`config.mk`:
```
export PLATFORM = sky130hd
export DESIGN_NAME = tx_lane_framer_flat
export DESIGN_NICKNAME = d
export VERILOG_FILES = /design/src/rtl/tx_framer_pkg.sv /design/src/rtl/tx_lane_framer_if.sv /design/src/rtl/tx_word_fifo.sv /design/src/rtl/tx_lane_framer.sv /design/src/flat_wrapper.sv
export SDC_FILE = /design/constraint.sdc
export NUM_CORES = 1
export LEC_CHECK = 0
export CAP_MARGIN = 10
export CORE_AREA = 2 2 203 205
export CTS_BUF_LIST = sky130_fd_sc_hd__clkbuf_8
export DETAILED_ROUTE_END_ITERATION = 10
export DIE_AREA = 0 0 205 207
export PLACE_DENSITY = 0.44
export SLEW_MARGIN = 10
export SYNTH_ARGS = -nofsm -noshare
export SYNTH_HDL_FRONTEND = slang
export SYNTH_SLANG_ARGS = --single-unit
export TNS_END_PERCENT = 20
```
`constraint.sdc`:
```
create_clock -name clk -period 5.84 [get_ports clk]
set_input_delay 1.752 -clock clk [delete_from_list [all_inputs] [get_ports clk]]
set_output_delay 1.752 -clock clk [all_outputs]
set_load 0.02 [all_outputs]
```
`src/rtl/tx_framer_pkg.sv`:
```
// Shared definitions for the TX lane framer: FSM states, the fixed line
// patterns and the 23-bit scrambler LFSR with its 32-bit-per-word step.
package tx_framer_pkg;

  typedef enum logic [1:0] {
    TRAIN  = 2'd0,
    MARKER = 2'd1,
    ACTIVE = 2'd2
  } state_e;

  // 1,0,1,0... first-out on the serial line (bit 0 leaves first).
  localparam logic [31:0] TRAIN_PAT  = 32'h5555_5555;
  localparam logic [31:0] MARKER_PAT = 32'hFFFF_FFFF;
  localparam logic [31:0] IDLE_PAT   = 32'h0000_0000;

  // x^23+x^21+x^16+x^8+x^5+x^2+1 -> feedback from state bits 22,20,15,7,4,1.
  localparam logic [22:0] LFSR_POLY_TAPS = 23'h50_8092;
  localparam logic [22:0] LFSR_SEED      = 23'h1D_BFBC;

  typedef struct packed {
    logic [22:0] next;
    logic [31:0] ks;
  } lfsr_out_t;

  // Fibonacci LFSR shifting left; the output bit is the MSB. Keystream bit i
  // is the output after i single steps, so bit 0 comes from the current state.
  function automatic lfsr_out_t lfsr_step32(input logic [22:0] s);
    lfsr_out_t   r;
    logic [22:0] t;
    t = s;
    r.ks = '0;
    for (int i = 0; i < 32; i++) begin
      r.ks[i] = t[22];
      t = {t[21:0], ^(t & LFSR_POLY_TAPS)};
    end
    r.next = t;
    return r;
  endfunction

endpackage

```
`src/rtl/tx_lane_framer_if.sv`:
```
// Framer bus: upstream valid/ready word stream, control levels and the
// word-rate output toward the serializer din.
//   master: upstream/control side (drives in_*, train_req, scramble_en)
//   slave : the framer (drives in_ready, dout, dout_is_data, link_active)
interface tx_lane_framer_if #(
  parameter int WORD_W = 32
);
  logic [WORD_W-1:0] in_data;
  logic              in_valid;
  logic              in_ready;
  logic              train_req;
  logic              scramble_en;
  logic [WORD_W-1:0] dout;
  logic              dout_is_data;
  logic              link_active;

  modport master (
    output in_data, in_valid, train_req, scramble_en,
    input  in_ready, dout, dout_is_data, link_active
  );

  modport slave (
    input  in_data, in_valid, train_req, scramble_en,
    output in_ready, dout, dout_is_data, link_active
  );
endinterface

```
`src/rtl/tx_word_fifo.sv`:
```
// Small synchronous FIFO with wrap-bit pointers.
//   clk, rst : clock, async active-high reset (empties the FIFO)
//   push/din : write when push (caller gates with !full)
//   pop/dout : dout is the head word (show-ahead); pop advances it
//   full/empty : status from pointer compare
module tx_word_fifo #(
  parameter int WIDTH = 32,
  parameter int DEPTH = 4
) (
  input  logic             clk,
  input  logic             rst,
  input  logic             push,
  input  logic [WIDTH-1:0] din,
  input  logic             pop,
  output logic [WIDTH-1:0] dout,
  output logic             full,
  output logic             empty
);
  localparam int AW = $clog2(DEPTH);

  logic [WIDTH-1:0] mem [DEPTH];
  logic [AW:0]      wptr, rptr;

  // Same index, different lap -> full; identical pointers -> empty.
  assign full  = (wptr[AW] != rptr[AW]) && (wptr[AW-1:0] == rptr[AW-1:0]);
  assign empty = (wptr == rptr);
  assign dout  = mem[rptr[AW-1:0]];

  always_ff @(posedge clk or posedge rst) begin
    if (rst) begin
      wptr <= '0;
      rptr <= '0;
    end else begin
      if (push) wptr <= wptr + 1'b1;
      if (pop)  rptr <= rptr + 1'b1;
    end
  end

  // Storage needs no reset; the pointers define what is valid.
  always_ff @(posedge clk) begin
    if (push) mem[wptr[AW-1:0]] <= din;
  end
endmodule

```
`src/rtl/tx_lane_framer.sv`:
```
// Word-rate framer feeding the serializer din. Buffers the upstream stream,
// sends TRAIN_WORDS training words and a marker, then payload (optionally
// scrambled) or idle words. Retrain on train_req while ACTIVE.
//   clk, rst : word clock, async active-high reset
//   bus      : tx_lane_framer_if.slave (stream in, control, dout out)
// The scrambler delivers 32 keystream bits per word, so WORD_W is at most 32.
module tx_lane_framer
  import tx_framer_pkg::*;
#(
  parameter int SER_STAGES  = 5,
  parameter int FIFO_DEPTH  = 4,
  parameter int TRAIN_WORDS = 16
) (
  input  logic             clk,
  input  logic             rst,
  tx_lane_framer_if.slave  bus
);
  localparam int WORD_W = 2 ** SER_STAGES;
  localparam int CW     = $clog2(TRAIN_WORDS) + 1;

  localparam logic [WORD_W-1:0] TRAIN_W  = TRAIN_PAT[WORD_W-1:0];
  localparam logic [WORD_W-1:0] MARKER_W = MARKER_PAT[WORD_W-1:0];
  localparam logic [WORD_W-1:0] IDLE_W   = IDLE_PAT[WORD_W-1:0];

  state_e            state_q, state_d;
  logic [CW-1:0]     cnt_q, cnt_d;
  logic [22:0]       lfsr_q, lfsr_d;
  logic [WORD_W-1:0] dout_q, dout_d;
  logic              is_data_q, is_data_d;

  logic              push, pop, full, empty;
  logic [WORD_W-1:0] fifo_q;
  lfsr_out_t         ks;

  // FIFO keeps accepting during TRAIN/MARKER; only fullness stalls upstream.
  assign push         = bus.in_valid && !full;
  assign bus.in_ready = !full;

  tx_word_fifo #(
    .WIDTH (WORD_W),
    .DEPTH (FIFO_DEPTH)
  ) u_fifo (
    .clk   (clk),
    .rst   (rst),
    .push  (push),
    .din   (bus.in_data),
    .pop   (pop),
    .dout  (fifo_q),
    .full  (full),
    .empty (empty)
  );

  always_comb begin
    state_d   = state_q;
    cnt_d     = cnt_q;
    lfsr_d    = lfsr_q;
    dout_d    = IDLE_W;
    is_data_d = 1'b0;
    pop       = 1'b0;
    ks        = lfsr_step32(lfsr_q);
    case (state_q)
      TRAIN: begin
        dout_d = TRAIN_W;
        if (cnt_q == CW'(TRAIN_WORDS - 1)) state_d = MARKER;
        else                               cnt_d   = cnt_q + 1'b1;
      end
      MARKER: begin
        dout_d  = MARKER_W;
        state_d = ACTIVE;
        cnt_d   = '0;
        lfsr_d  = LFSR_SEED;   // keystream restarts with each link bring-up
      end
      ACTIVE: begin
        if (!empty) begin
          pop       = 1'b1;
          dout_d    = fifo_q ^ (bus.scramble_en ? ks.ks[WORD_W-1:0] : '0);
          is_data_d = 1'b1;
          lfsr_d    = ks.next;   // advances even when not scrambling
        end
        // This cycle still serves the FIFO; retrain starts next cycle.
        if (bus.train_req) begin
          state_d = TRAIN;
          cnt_d   = '0;
        end
      end
      default: begin
        state_d = TRAIN;
        cnt_d   = '0;
      end
    endcase
  end

  always_ff @(posedge clk or posedge rst) begin
    if (rst) begin
      state_q   <= TRAIN;
      cnt_q     <= '0;
      lfsr_q    <= LFSR_SEED;
      dout_q    <= '0;
      is_data_q <= 1'b0;
    end else begin
      state_q   <= state_d;
      cnt_q     <= cnt_d;
      lfsr_q    <= lfsr_d;
      dout_q    <= dout_d;
      is_data_q <= is_data_d;
    end
  end

  assign bus.dout         = dout_q;
  assign bus.dout_is_data = is_data_q;
  assign bus.link_active  = (state_q == ACTIVE);
endmodule

```
`src/flat_wrapper.sv`:
```
// flat-port wrapper written by rule: the top's interface ports become plain ports
module tx_lane_framer_flat import tx_framer_pkg::*;
#(
  parameter int SER_STAGES  = 5,
  parameter int FIFO_DEPTH  = 4,
  parameter int TRAIN_WORDS = 16
)
  (clk, rst, bus_in_data, bus_in_valid, bus_train_req, bus_scramble_en, bus_in_ready, bus_dout, bus_dout_is_data, bus_link_active);
  tx_lane_framer_if #(.WORD_W(32)) bus_i ();
  input  logic clk;
  input  logic rst;
  input wire logic [$bits(bus_i.in_data)-1:0] bus_in_data;
  input wire logic [$bits(bus_i.in_valid)-1:0] bus_in_valid;
  input wire logic [$bits(bus_i.train_req)-1:0] bus_train_req;
  input wire logic [$bits(bus_i.scramble_en)-1:0] bus_scramble_en;
  output wire logic [$bits(bus_i.in_ready)-1:0] bus_in_ready;
  output wire logic [$bits(bus_i.dout)-1:0] bus_dout;
  output wire logic [$bits(bus_i.dout_is_data)-1:0] bus_dout_is_data;
  output wire logic [$bits(bus_i.link_active)-1:0] bus_link_active;
  assign bus_i.in_data = bus_in_data;
  assign bus_i.in_valid = bus_in_valid;
  assign bus_i.train_req = bus_train_req;
  assign bus_i.scramble_en = bus_scramble_en;
  assign bus_in_ready = bus_i.in_ready;
  assign bus_dout = bus_i.dout;
  assign bus_dout_is_data = bus_i.dout_is_data;
  assign bus_link_active = bus_i.link_active;
  tx_lane_framer #(.SER_STAGES(SER_STAGES), .FIFO_DEPTH(FIFO_DEPTH), .TRAIN_WORDS(TRAIN_WORDS)) u_core (.clk(clk), .rst(rst), .bus(bus_i));
endmodule
```
; Yosys cells after proc, flatten, opt, wreduce, memory -nomap -nowiden
; Memory sizes are Yosys's and may differ from the RTL's.
; Cells that the tools add are included.
; W data, S select, Z words.
[word_totals]
regBits = 69
ramBits = 128
inputBits = 37
output_inout_bits = 35
elab_cells = 77
memories = 1
[mem_list]
columns = name, depth, width, read_ports, rd_clocked_by_memory_dff, wr, line_no
row1 = u_core.u_fifo.mem, 4, 32, 1, 0, 1, tx_word_fifo.sv:21  ; logic [WIDTH-1:0] mem [DEPTH];
[op_classes]
n_addsub = 3
n_eq_ne = 10
muxes = 15
bitwise_logic = 1
n_reduce_logical = 40
[ops]
columns = op, n
row1 = $reduce_xor A23 Y1, 32
row2 = $pmux W32 S3, 1
row3 = $mux W32, 2
row4 = $pmux W23 S2, 1
row5 = $xor A32 B32 Y32, 1
row6 = $mux W23, 1
row7 = $mux W5, 2
row8 = $pmux W5 S2, 1
row9 = $add A3 B1 Y3 const B, 2
row10 = $ne A2 B2 Y1 const B, 3
row11 = $pmux W2 S3, 1
row12 = $reduce_and A2 Y1, 3
row13 = $add A5 B1 Y5 const B, 1
row14 = $eq A5 B4 Y1 const B, 1
row15 = $mux W1, 4
row16 = $mux W2, 2
row17 = $eq A3 B3 Y1, 1
row18 = $eq A2 B1 Y1 const B, 1
row19 = $eq A2 B2 Y1, 1
row20 = $eq A2 B2 Y1 const B, 1
row21 = $logic_and A1 B1 Y1, 2
row22 = $logic_not A2 Y1, 1
row23 = $ne A2 B1 Y1 const B, 1
row24 = $reduce_bool A2 Y1, 1
row25 = 2 further kinds, 2

; Depth between registers and ports, before layout
; Gate-level depths: netlist (run 1).
[depth]
word_depth = 18
ltp_mapped = 11
mapped_depth_nobuf = 10

; Modules after synthesis
; Synthesis (run 1) repeated with hierarchy kept, for this count alone.
[unflattened]
hier_cells = 633
hier_area_um2 = 9939.5
[by_module_without_submodules]
columns = mod, n_inst, cells_each, area_per_inst_um2, seq_area_each_um2
row1 = tx_word_fifo, 1, 199, 5017.3, 3993.8
row2 = tx_lane_framer, 1, 434, 4922.2, 1596.5

; Worst setup path before layout (run 1)
; Ideal clock, no wire load.
[synth_timing]
path_type = flip-flop to flip-flop
from = register u_core.lfsr_q[16]
to = register u_core.lfsr_q[1]
setup_ns = 0.076
arrival_time_ns = 4.148
required_ns = 5.764
path_slack_ns = 1.615
path_stages_with_launch = 12
n_path_buf = 1
synth_period_minus_slack_ns = 4.225
path_cell_list = dfstp_2 clkbuf_1 xor3_1 xnor2_1 xnor3_2 xnor2_2 xnor3_2 xnor3_2 xor3_2 xor2_2 xnor3_1 o21ai_1
[synth_via]
elab_chain_len = 16
elab_cells_between_ends = 25
classes_between = mux: 2 / reduce/logical: 23
[synth_rtl]
columns = element, line_no
row1 = start: declaration, tx_lane_framer.sv:27  ; logic [22:0] lfsr_q, lfsr_d;
row2 = start signal: assignment, tx_lane_framer.sv:103  ; lfsr_q <= lfsr_d;
row3 = $reduce_xor A23 Y1 (13 in series), tx_framer_pkg.sv:34  ; t = {t[21:0], ^(t & LFSR_POLY_TAPS)};
row4 = $reduce_xor A23 Y1 (*), tx_framer_pkg.sv:34
row5 = $mux W23 (*), tx_lane_framer.sv:74  ; if (!empty) begin
row6 = $pmux W23 S2 (*), tx_lane_framer.sv:61  ; case (state_q)
; Mark *: on every way between the ends. The rest lies on a longest branch, timed or not. The select of a mux whose other input is x is not followed.
; A chain may end at the register's enable or synchronous reset.

; Final worst setup path (run 1)
[layout_timing]
from = register u_core.lfsr_q[6]
to = register u_core.lfsr_q[3]
[layout_via]
elab_chain_len = 15
elab_cells_between_ends = 26
classes_between = mux: 2 / reduce/logical: 24
[layout_rtl]
columns = element, line_no
row1 = $reduce_xor A23 Y1 (12 in series), tx_framer_pkg.sv:34
row2 = $reduce_xor A23 Y1 (*), tx_framer_pkg.sv:34
row3 = $mux W23 (*), tx_lane_framer.sv:74
row4 = $pmux W23 S2 (*), tx_lane_framer.sv:61
; Marks and branches as above.

==> results of run 1 <==
-- cell type report --
class | instances | area share, %
flip-flops and latches | 197 | 47.81
clock inverters | 15 | 1.712
well taps | 532 | 5.691
inverters | 7 | 0.2353
repair buffers | 82 | 6.739
multi-input cells | 406 | 35.82
clock buffers | 17 | 2.000
-- critical path, delay by kind of cell, from the launching register on --
| family | cells | cell delay [ps] |
|---|---|---|
| flip-flops | 1 | 640 |
| XOR/XNOR | 9 | 3780 |
| AO/OA/AOI/OAI | 1 | 120 |
-- registers in the layout, summed over array words and instances (netlist names) --
register	cells
u_core.u_fifo.mem	128
u_core.bus.dout	32
u_core.lfsr_q	23
u_core.cnt_q	5
u_core.u_fifo.rptr	3
u_core.u_fifo.wptr	3
u_core.state_q	2
u_core.bus.dout_is_data	1
-- cell usage in the layout (no fill, tap or decap), types with 3 or more instances in the layout --
cell and count:
edfxtp_1 128, xnor2_1 92, clkdlybuf4s50_1 70, xor2_1 59, nand2_1 54, dfrtp_1 52
o21ai_0 50, mux4_2 32, xnor3_1 27, clkbuf_8 17, dfstp_2 16, buf_4 11
nor2_1 10, xor3_1 9, nor3_1 8, inv_1 7, nand3_1 7, ha_1 7
xor2_2 6, xnor2_2 6, xnor3_2 6, a21oi_1 6, o22a_1 5, and3_1 4
nor2b_1 3, inv_8 3, clkinv_4 3, bufinv_16 3
-- cells by family (layout without fill, tap and decap cells) --
group	after synthesis	after routing	share of synthesized area, %
buffers and inverters	45	121	1.861
multiplexers	34	34	7.455
flip-flops	197	197	56.17
AO/OA/AOI/OAI	63	63	3.357
XOR/XNOR	210	210	26.25
adder cells (fa/ha/maj)	7	7	0.8800
AND/OR/NAND/NOR	92	92	4.023
-- per-layer routing --
metal	up-vias	track usage, %
met3	24	1.998
li1	2418	-
met5	-	0
met4	0	3.796
met2	91	20.92
met1	2688	16.16
-- synthesized netlist by cell type --
library cell | count | share of area [%]
a21oi_1 | 6 | 0.30
and2_1 | 1 | 0.063
and3_1 | 5 | 0.31
buf_1 | 3 | 0.11
buf_2 | 7 | 0.35
buf_6 | 1 | 0.11
clkbuf_1 | 27 | 1.0
dfrtp_1 | 53 | 13
dfstp_2 | 16 | 4.2
edfxtp_1 | 128 | 39
ha_1 | 7 | 0.88
inv_1 | 7 | 0.26
mux2_2 | 1 | 0.11
mux2i_1 | 1 | 0.10
mux4_2 | 32 | 7.2
nand2_1 | 54 | 2.0
nand2b_1 | 2 | 0.13
nand3_1 | 7 | 0.35
nand4b_1 | 1 | 0.088
nor2_1 | 10 | 0.38
nor2b_1 | 3 | 0.19
nor3_1 | 8 | 0.40
nor3b_1 | 1 | 0.075
o21ai_0 | 50 | 2.5
o21ai_1 | 2 | 0.10
o22a_1 | 5 | 0.44
xnor2_1 | 92 | 8.1
xnor2_2 | 6 | 0.98
xnor2_4 | 1 | 0.28
xnor3_1 | 27 | 6.1
xnor3_2 | 6 | 1.4
xnor3_4 | 2 | 0.53
xor2_1 | 59 | 5.2
xor2_2 | 6 | 0.98
xor3_1 | 9 | 2.1
xor3_2 | 2 | 0.50
-- worst min-delay path by stage --
stage | start | to | slack, ps | cells after the start
after floorplan | u_core.u_fifo.wptr[2] | u_core.u_fifo.wptr[2] | 460 | 1
after global placement | u_core.u_fifo.wptr[2] | u_core.u_fifo.wptr[2] | 480 | 1
after detailed placement | u_core.u_fifo.wptr[2] | u_core.u_fifo.wptr[2] | 480 | 1
after CTS | u_core.u_fifo.wptr[2] | u_core.u_fifo.wptr[2] | 500 | 1
after global routing | u_core.u_fifo.wptr[2] | u_core.u_fifo.wptr[2] | 520 | 1
final | u_core.u_fifo.wptr[2] | u_core.u_fifo.wptr[2] | 500 | 1
-- stage by stage --
stage                     cells  hold slack, ps  utilization (%)
final                      1256           496.0            28.97
after global placement     1224           475.9            27.90
after CTS                  1256           500.1            28.97
after floorplan             648           460.7                -
after global routing       1256           524.6            28.97
after detailed placement   1224           484.1            27.90
==> impl_results.md, run 1 <==
- Status: finished, final reports clean
- Io pins: a little over 70
- Clock Tree Root: clkbuf_8
- Initial antenna violation count: 0
- Post-synth cell types: 36
- Syn-to-layout area delta: 17.53%
- TNS Setup: 0 ps
- WL met3: 720 um
- Cells after synthesis: 648
- Initial Utilization: 24.65%
- First-pass GRT wire length: roughly 38 mm
- Seq/Total Area, Yosys: 56.17%
- Reg2reg start: u_core.lfsr_q[6]
- GP Congestion: 0.8598
- FF+latch area: roughly 0.0056 sq mm
- Die area: roughly 0.042 sq mm
- Slew Viols, Final: 0
- Clk_skew: 34.35 ps
- Synthesized area: 0.009952 sq mm
- Clock-pin slew on the worst setup and hold paths: approximately 100 ps
- GRT Total Usage: approximately an eighth
- Vias: approximately 5,200
- Post-CTS setup buffers: 0
- Reg2reg setup slack: 1190 ps
- Dpl ws: 1167 ps
- Synth warn: 0
- Vias in the first global route: 5,624
- Maximum clock rate: 215.1 MHz
- Worst EP required: 6220 ps
- Grt total ovfl: 0
- Tmin final: around 4600 ps
- Crit path largest cell delay: between 600 and 700 ps
- Yosys reg bits: 197
- Hold_buf cts: 0
- Share of post-route cells with drive strength above 1: 16.44%
- RR Endpoint: u_core.lfsr_q[3]
- Worst setup EP type: register
- Worst setup path start: u_core.lfsr_q[6]
- Iter 0 DRT Violations: ~280
- 1st-pass router iterations: 4
- Final worst path period share: 79.61%
- Met2 wire length: 12.71 mm
- Antenna Nets Post-Route: 0
- Syn avg cell area: 15.36 sq um
- TritonCTS buffer count: 17
- # setup viols final: 0
- Largest net degree at the start of global routing: 61
- Crit path arrival time: 5030 ps
- Worst-path cell chain: xor2_2 > xor3_2 > xnor3_2 > xnor2_4 > xnor3_2 > xnor2_1 > xnor3_1 > xnor3_1 > xnor2_1 > a21oi_1
- Least-Margin Pin Slew: 978.8 ps
- Final worst setup slack: 1191 ps
- # rows: 74
- Max layer used: met4
- Clk buf depth: 2
- Crit-path max FO: 7
- Post-Place Cell Area: 0.01126 sq mm
- RSZ-0062 raised after global routing: false
- CTS tree: built
- Worst Path Class, Setup: reg2reg
- Clock sink count: 197
- Post-Route WL: 25.10 mm
- Critical Path End: u_core.lfsr_q[3]
- Antenna cells: 0
- Design area: 0.01170 sq mm
- Nets: 755
- Synthesized net count: between 600 and 700
- Multi-input gate area: 0.004189 sq mm
- Setup crit start kind: register
- Worst slew margin: approximately a third
- Clock Latency Late Sink: 510 ps
- WL met1: about 11 mm
- DRC: 0
- Die Y: 207 um
- IO Port Bufs: 71
- Core Region: about 0.04 sq mm
- Vias/cell: 4.157
- Max cap viols: 0
- H-tree level count: 4
- Number of fill cells: between 4,000 and 5,000
- Cells resized by post-CTS repair: 0
- Chip width: 205 um
- Final hold violations: 0
- Crit-path slowest cell: dfrtp_1
- Worst Reg2Reg Path Length in Cells: 10
- Min-delay worst type: reg2reg
- Wire per inst: 19.98 um
- Detail Placement HPWL: between 15 and 20 mm
Power of run 1 is left out: the tool's default activity adds up to more than one toggle a clock period on the data nets, which glitch-free logic cannot reach.
==> run 2, diff against run 1 <==
--- a/config.mk
+++ b/config.mk
@@ -10,7 +10,7 @@
 export CTS_BUF_LIST = sky130_fd_sc_hd__clkbuf_8
 export DETAILED_ROUTE_END_ITERATION = 10
 export DIE_AREA = 0 0 205 207
-export PLACE_DENSITY = 0.44
+export PLACE_DENSITY = 0.46
 export SLEW_MARGIN = 10
 export SYNTH_ARGS = -nofsm -noshare
 export SYNTH_HDL_FRONTEND = slang
==> constraint.sdc (replaced) <==
create_clock -name clk -period 4 [get_ports clk]
set_input_delay 1.2 -clock clk [delete_from_list [all_inputs] [get_ports clk]]
set_output_delay 1.2 -clock clk [all_outputs]
set_load 0.02 [all_outputs]
==> run 2 against run 1 <==
The flow now finishes with violations (setup timing). Core utilization rose by 2.0 points. Maximum frequency increased by 15%. Clock skew shrank 19 ps. Critical path type unchanged. Largest cell class unchanged. Highest routed layer unchanged.
==> impl_results.md, run 2 (synthesis gave the netlist of run 1 again) <==
- Min-delay worst type: reg2reg
- Clk buf depth: 2
- Share of post-route cells with drive strength above 1: 27.00%
- # rows: 74
- Wire per inst: 18.93 um
- Core Region: 0.04037 sq mm
- GRT Total Usage: 12.30%
- Failing checks: setup timing
- Iter 0 DRT Violations: 355
- Die Y: 207 um
- Largest net degree at the start of global routing: 61
- Max reg flops: 128
- Clock Tree Root: clkbuf_8
- Hold_buf cts: 0
- Worst setup EP type: register
- Worst slew margin: between 30% and 40%
- Number of fill cells: 4,121
- Post-Place Cell Area: 0.01195 sq mm
- Io pins: between 70 and 80
- Detail Placement HPWL: 17.53 mm
- Antenna cells: 0
- First-pass GRT wire length: 38.51 mm
- Die area: between 0.04 and 0.05 sq mm
- Design area: between 0.01 and 0.015 sq mm
- Slew Viols, Final: 0
- Max cap viols: 0
- Clk_skew: ~15 ps
- Final hold violations: 0
- Worst Path Class, Setup: reg2reg
- Vias: 5,519
- GP Congestion: 0.8356
- Clock sink count: between 150 and 200
- Clock-pin slew on the worst setup and hold paths: 100 ps
- Vias/cell: 4.109
- Syn-to-layout area delta: 25.81%
- RSZ-0062 raised after global routing: true
- Initial Utilization: 24.65%
- Most common cell after layout, fill and taps aside: edfxtp_1
- H-tree level count: 4
- Initial antenna violation count: 0
- Final worst path period share: 100.8%
- Setup crit start kind: register
- Nets: 842
- Tmin final: between 4000 and 5000 ps
- Antenna Nets Post-Route: 0
- Clock Latency Late Sink: 480 ps
- Vias in the first global route: 6,048
- Most frequent cells in the layout: 128 x edfxtp_1, 97 x buf_4, 82 x xnor2_1, 71 x clkdlybuf4s50_1, 59 x xor2_1
- Worst EP required: 4400 ps
- Chip width: 205 um
- Crit-path max FO: 6
- Status: finished, violations left
- Grt total ovfl: 0
- Final worst setup slack: -33.40 ps
- CTS tree: built
- IO Port Bufs: 71
- Post-Route WL: 25.43 mm
- Crit path arrival time: approximately 4400 ps
- Maximum clock rate: ~250 MHz
- DRC: 0
- TritonCTS buffer count: 17
- # setup viols final: 2
- 1st-pass router iterations: 4
- Least-Margin Pin Slew: 988.2 ps
run 2: cell types whose count changed in the layout (fill, tap and decap cells not counted), sizes merged:
cell,change
clkdlybuf4s50,+1
inv,+1
bufinv,+1
clkbuf,+1
buf,+86
clkinv,-3
run 2: per-layer routing:
layer	vias to the layer above	wire, um	global-route usage [%]
li1	2588	-	-
met1	2849	11620	16.28
met2	71	12990	21.10
met3	11	603	1.731
met4	0	218	3.126
met5	-	0	0
run 2: worst max-delay path, cell delays in order, from the launching register on:
cell and delay, ps:
dfstp_2 550, xnor3_2 450, xnor2_2 230, xnor3_4 670, xnor2_2 190, buf_4 160
xnor3_2 410, xnor2_2 220, xnor3_1 270, xnor3_1 280, xnor3_1 400, o21ai_1 110
run 2: per-stage QoR:
| stage | util, % | hold WS [ps] | cells | setup WS (ps) | TNS, ps |
|---|---|---|---|---|---|
| after global placement | 29.59 | 477.7 | 1303 | -94.85 | -94.85 |
| after global routing | 31.02 | 521.4 | 1343 | -175.1 | -519.9 |
| after floorplan | - | 460.7 | 648 | 10.68 | 0 |
| final | 31.02 | 492.0 | 1343 | -33.40 | -43.76 |
| after CTS | 30.87 | 498.1 | 1339 | -17.87 | -17.87 |
| after detailed placement | 29.59 | 482.6 | 1303 | -99.94 | -116.7 |
run 2: worst paths after layout:
kind	start	endpoint	slack (ps)	cells past startpoint
setup / recovery	u_core.lfsr_q[20]	u_core.lfsr_q[1]	-30	11
max in group asynchronous	rst	u_core.lfsr_q[7]	2120	3
hold reg to reg	u_core.u_fifo.rptr[2]	u_core.u_fifo.rptr[2]	490	1
min in group asynchronous	rst	u_core.bus.dout[26]	1140	2
hold / removal	u_core.u_fifo.rptr[2]	u_core.u_fifo.rptr[2]	490	1
setup reg to reg	u_core.lfsr_q[20]	u_core.lfsr_q[1]	-30	11
run 2: repair_timing:
item,in CTS,in global routing
resized for setup,8,5
endpoints found under the setup margin,4,6
hold endpoints to repair,0,0
pin swaps,8,4
buffers inserted,4,4
run 2: final cells by class:
type                       count  area (sq um)  share of cell area [%]
inverter                       7         27.53                  0.2198
timing repair buffer         169          1459                   11.65
sequential                   197          5592                   44.66
clock buffer                  18         247.7                   1.979
clock inverter                14         185.2                   1.479
multi-input combinational    406          4344                   34.70
tap                          532         665.6                   5.316
Power of run 2 is left out for the same reason.
==> run 3, diff against run 2 <==
--- a/config.mk
+++ b/config.mk
@@ -8,9 +8,10 @@
 export CAP_MARGIN = 10
 export CORE_AREA = 2 2 203 205
 export CTS_BUF_LIST = sky130_fd_sc_hd__clkbuf_8
+export CTS_CLUSTER_DIAMETER = 50
 export DETAILED_ROUTE_END_ITERATION = 10
 export DIE_AREA = 0 0 205 207
-export PLACE_DENSITY = 0.46
+export PLACE_DENSITY = 0.44
 export SLEW_MARGIN = 10
 export SYNTH_ARGS = -nofsm -noshare
 export SYNTH_HDL_FRONTEND = slang
==> constraint.sdc (replaced) <==
create_clock -name clk -period 4.3 [get_ports clk]
set_input_delay 1.29 -clock clk [delete_from_list [all_inputs] [get_ports clk]]
set_output_delay 1.29 -clock clk [all_outputs]
set_load 0.02 [all_outputs]
==> run 3 against run 2 <==
The run now ends clean. Clock skew increased by 6.8 ps. Largest cell class unchanged. Core utilization decreased by 0.53 points. Final cell count decreased by 2.2%.
==> impl_results.md, run 3 (synthesis gave the netlist of run 1 again) <==
- Vias/cell: 4.123
- IO Port Bufs: 71
- Detail Placement HPWL: 17.00 mm
- Initial antenna violation count: 0
- DRC: 0
- Final worst path period share: between 90% and 100%
- Crit-path max FO: 4
- Clock-pin slew on the worst setup and hold paths: about 120 ps
- Most frequent cells in the layout: 128 x edfxtp_1, 83 x xnor2_1, 71 x clkdlybuf4s50_1, 66 x buf_4, 57 x xor2_1
- Design area: 0.01231 sq mm
- Worst slew margin: 35.38%
- H-tree level count: 4
- GP Congestion: approximately 0.84
- TritonCTS buffer count: 17
- RSZ-0062 raised after global routing: true
- CTS tree: built
- GRT Total Usage: between 10 and 15%
- Nets: 813
- Min-delay worst type: reg2reg
- Worst setup path start: u_core.lfsr_q[5]
- First-pass GRT wire length: 38.52 mm
- Antenna cells: 0
- Reg2reg start: u_core.lfsr_q[5]
- Clock Tree Root: clkbuf_8
- Largest net degree at the start of global routing: 70
- Worst hold margin: about 490 ps
- Final core occ: between 30% and 40%
- Dpl ws: 93.57 ps
- Grt total ovfl: 0
- Tmin final: 4181 ps
- Slew Viols, Final: 0
- Critical Path End: u_core.lfsr_q[1]
- Chip width: 205 um
- Vias in the first global route: approximately 5,900
- RR Endpoint: u_core.lfsr_q[1]
- Clock sink count: 197
- Iter 0 DRT Violations: around 270
- # setup viols final: 0
- Vias: approximately 5,400
- Setup crit start kind: register
- Io pins: ~70
- Post-Route WL: about 25 mm
- Final hold violations: 0
- Max cap viols: 0
- Worst Path Class, Setup: reg2reg
- Worst Reg2Reg Path Length in Cells: 11
- Core Region: slightly above 0.04 sq mm
- Status: finished, final reports clean
- Share of post-route cells with drive strength above 1: 24.68%
- Maximum clock rate: 239.2 MHz
- Die area: ~0.042 sq mm
- Max reg flops: 128
- 1st-pass router iterations: 4
- Worst setup EP type: register
- Least-Margin Pin Slew: 969.2 ps
- Reg2reg setup slack: between 100 and 150 ps
- Initial Utilization: 24.65%
- Clk_skew: 22.23 ps
- Clock Latency Late Sink: around 480 ps
- Syn-to-layout area delta: 23.66%
- Crit path arrival time: around 4600 ps
- Final worst setup slack: between 100 and 150 ps
- Die Y: 207 um
- # rows: 74
- Worst EP required: 4700 ps
- Clk buf depth: 2
- Antenna Nets Post-Route: 0
- Most common cell after layout, fill and taps aside: edfxtp_1
- Post-Place Cell Area: 0.01154 sq mm
- Wire per inst: 19.30 um
-- run 3: worst min path at each step --
stage / from / end / slack (ps) / cells past startpoint
6_report: u_core.u_fifo.wptr[2] / u_core.u_fifo.wptr[2] / 490 / 1
5_1_grt: u_core.u_fifo.wptr[2] / u_core.u_fifo.wptr[2] / 500 / 1
4_1_cts: u_core.u_fifo.wptr[2] / u_core.u_fifo.wptr[2] / 490 / 1
3_5_place_dp: u_core.u_fifo.wptr[2] / u_core.u_fifo.wptr[2] / 480 / 1
3_3_place_gp: u_core.u_fifo.wptr[2] / u_core.u_fifo.wptr[2] / 480 / 1
2_1_floorplan: u_core.u_fifo.wptr[2] / u_core.u_fifo.wptr[2] / 460 / 1
-- run 3: layout make-up --
| class | count | area [sq um] |
|---|---|---|
| Fill cell | 4099 | 28060 |
| Sequential cell | 197 | 5592 |
| Multi-Input combinational cell | 406 | 4359 |
| Timing Repair Buffer | 140 | 1257 |
| Tap cell | 532 | 665.6 |
| Clock buffer | 17 | 234.0 |
| Clock inverter | 15 | 171.4 |
| Inverter | 7 | 27.53 |
-- run 3: routing by layer --
| layer | up-vias | part of all wire, % | track usage (%) |
|---|---|---|---|
| met3 | 11 | 3.1 | 1.951 |
| met2 | 89 | 51 | 20.77 |
| li1 | 2526 | - | - |
| met4 | 0 | 1.1 | 3.275 |
| met5 | - | 0 | 0 |
| met1 | 2792 | 45 | 16.71 |
-- run 3: what timing repair did --
item | CTS | global route
setup buffers | 0 | 24
setup endpoints to repair | 0 | 3
hold buffers | 0 | 0
gates resized for setup | 0 | 25
-- run 3: critical path, stage by stage (launching register included) --
cell and delay, ps:
dfstp_2 610, xor3_1 470, xnor3_2 450, xnor3_1 270, xnor2_2 280, xnor3_1 390
buf_6 150, xor2_4 190, xnor3_2 490, xnor3_1 270, xnor3_1 400, o21ai_1 120
-- run 3: stage by stage --
stage | cells | setup TNS, ps
3_3_place_gp | 1259 | 0
6_report | 1314 | 0
3_5_place_dp | 1259 | 0
4_1_cts | 1291 | 0
2_1_floorplan | 648 | 0
5_1_grt | 1314 | -23.15
Power of run 3 is left out for the same reason.
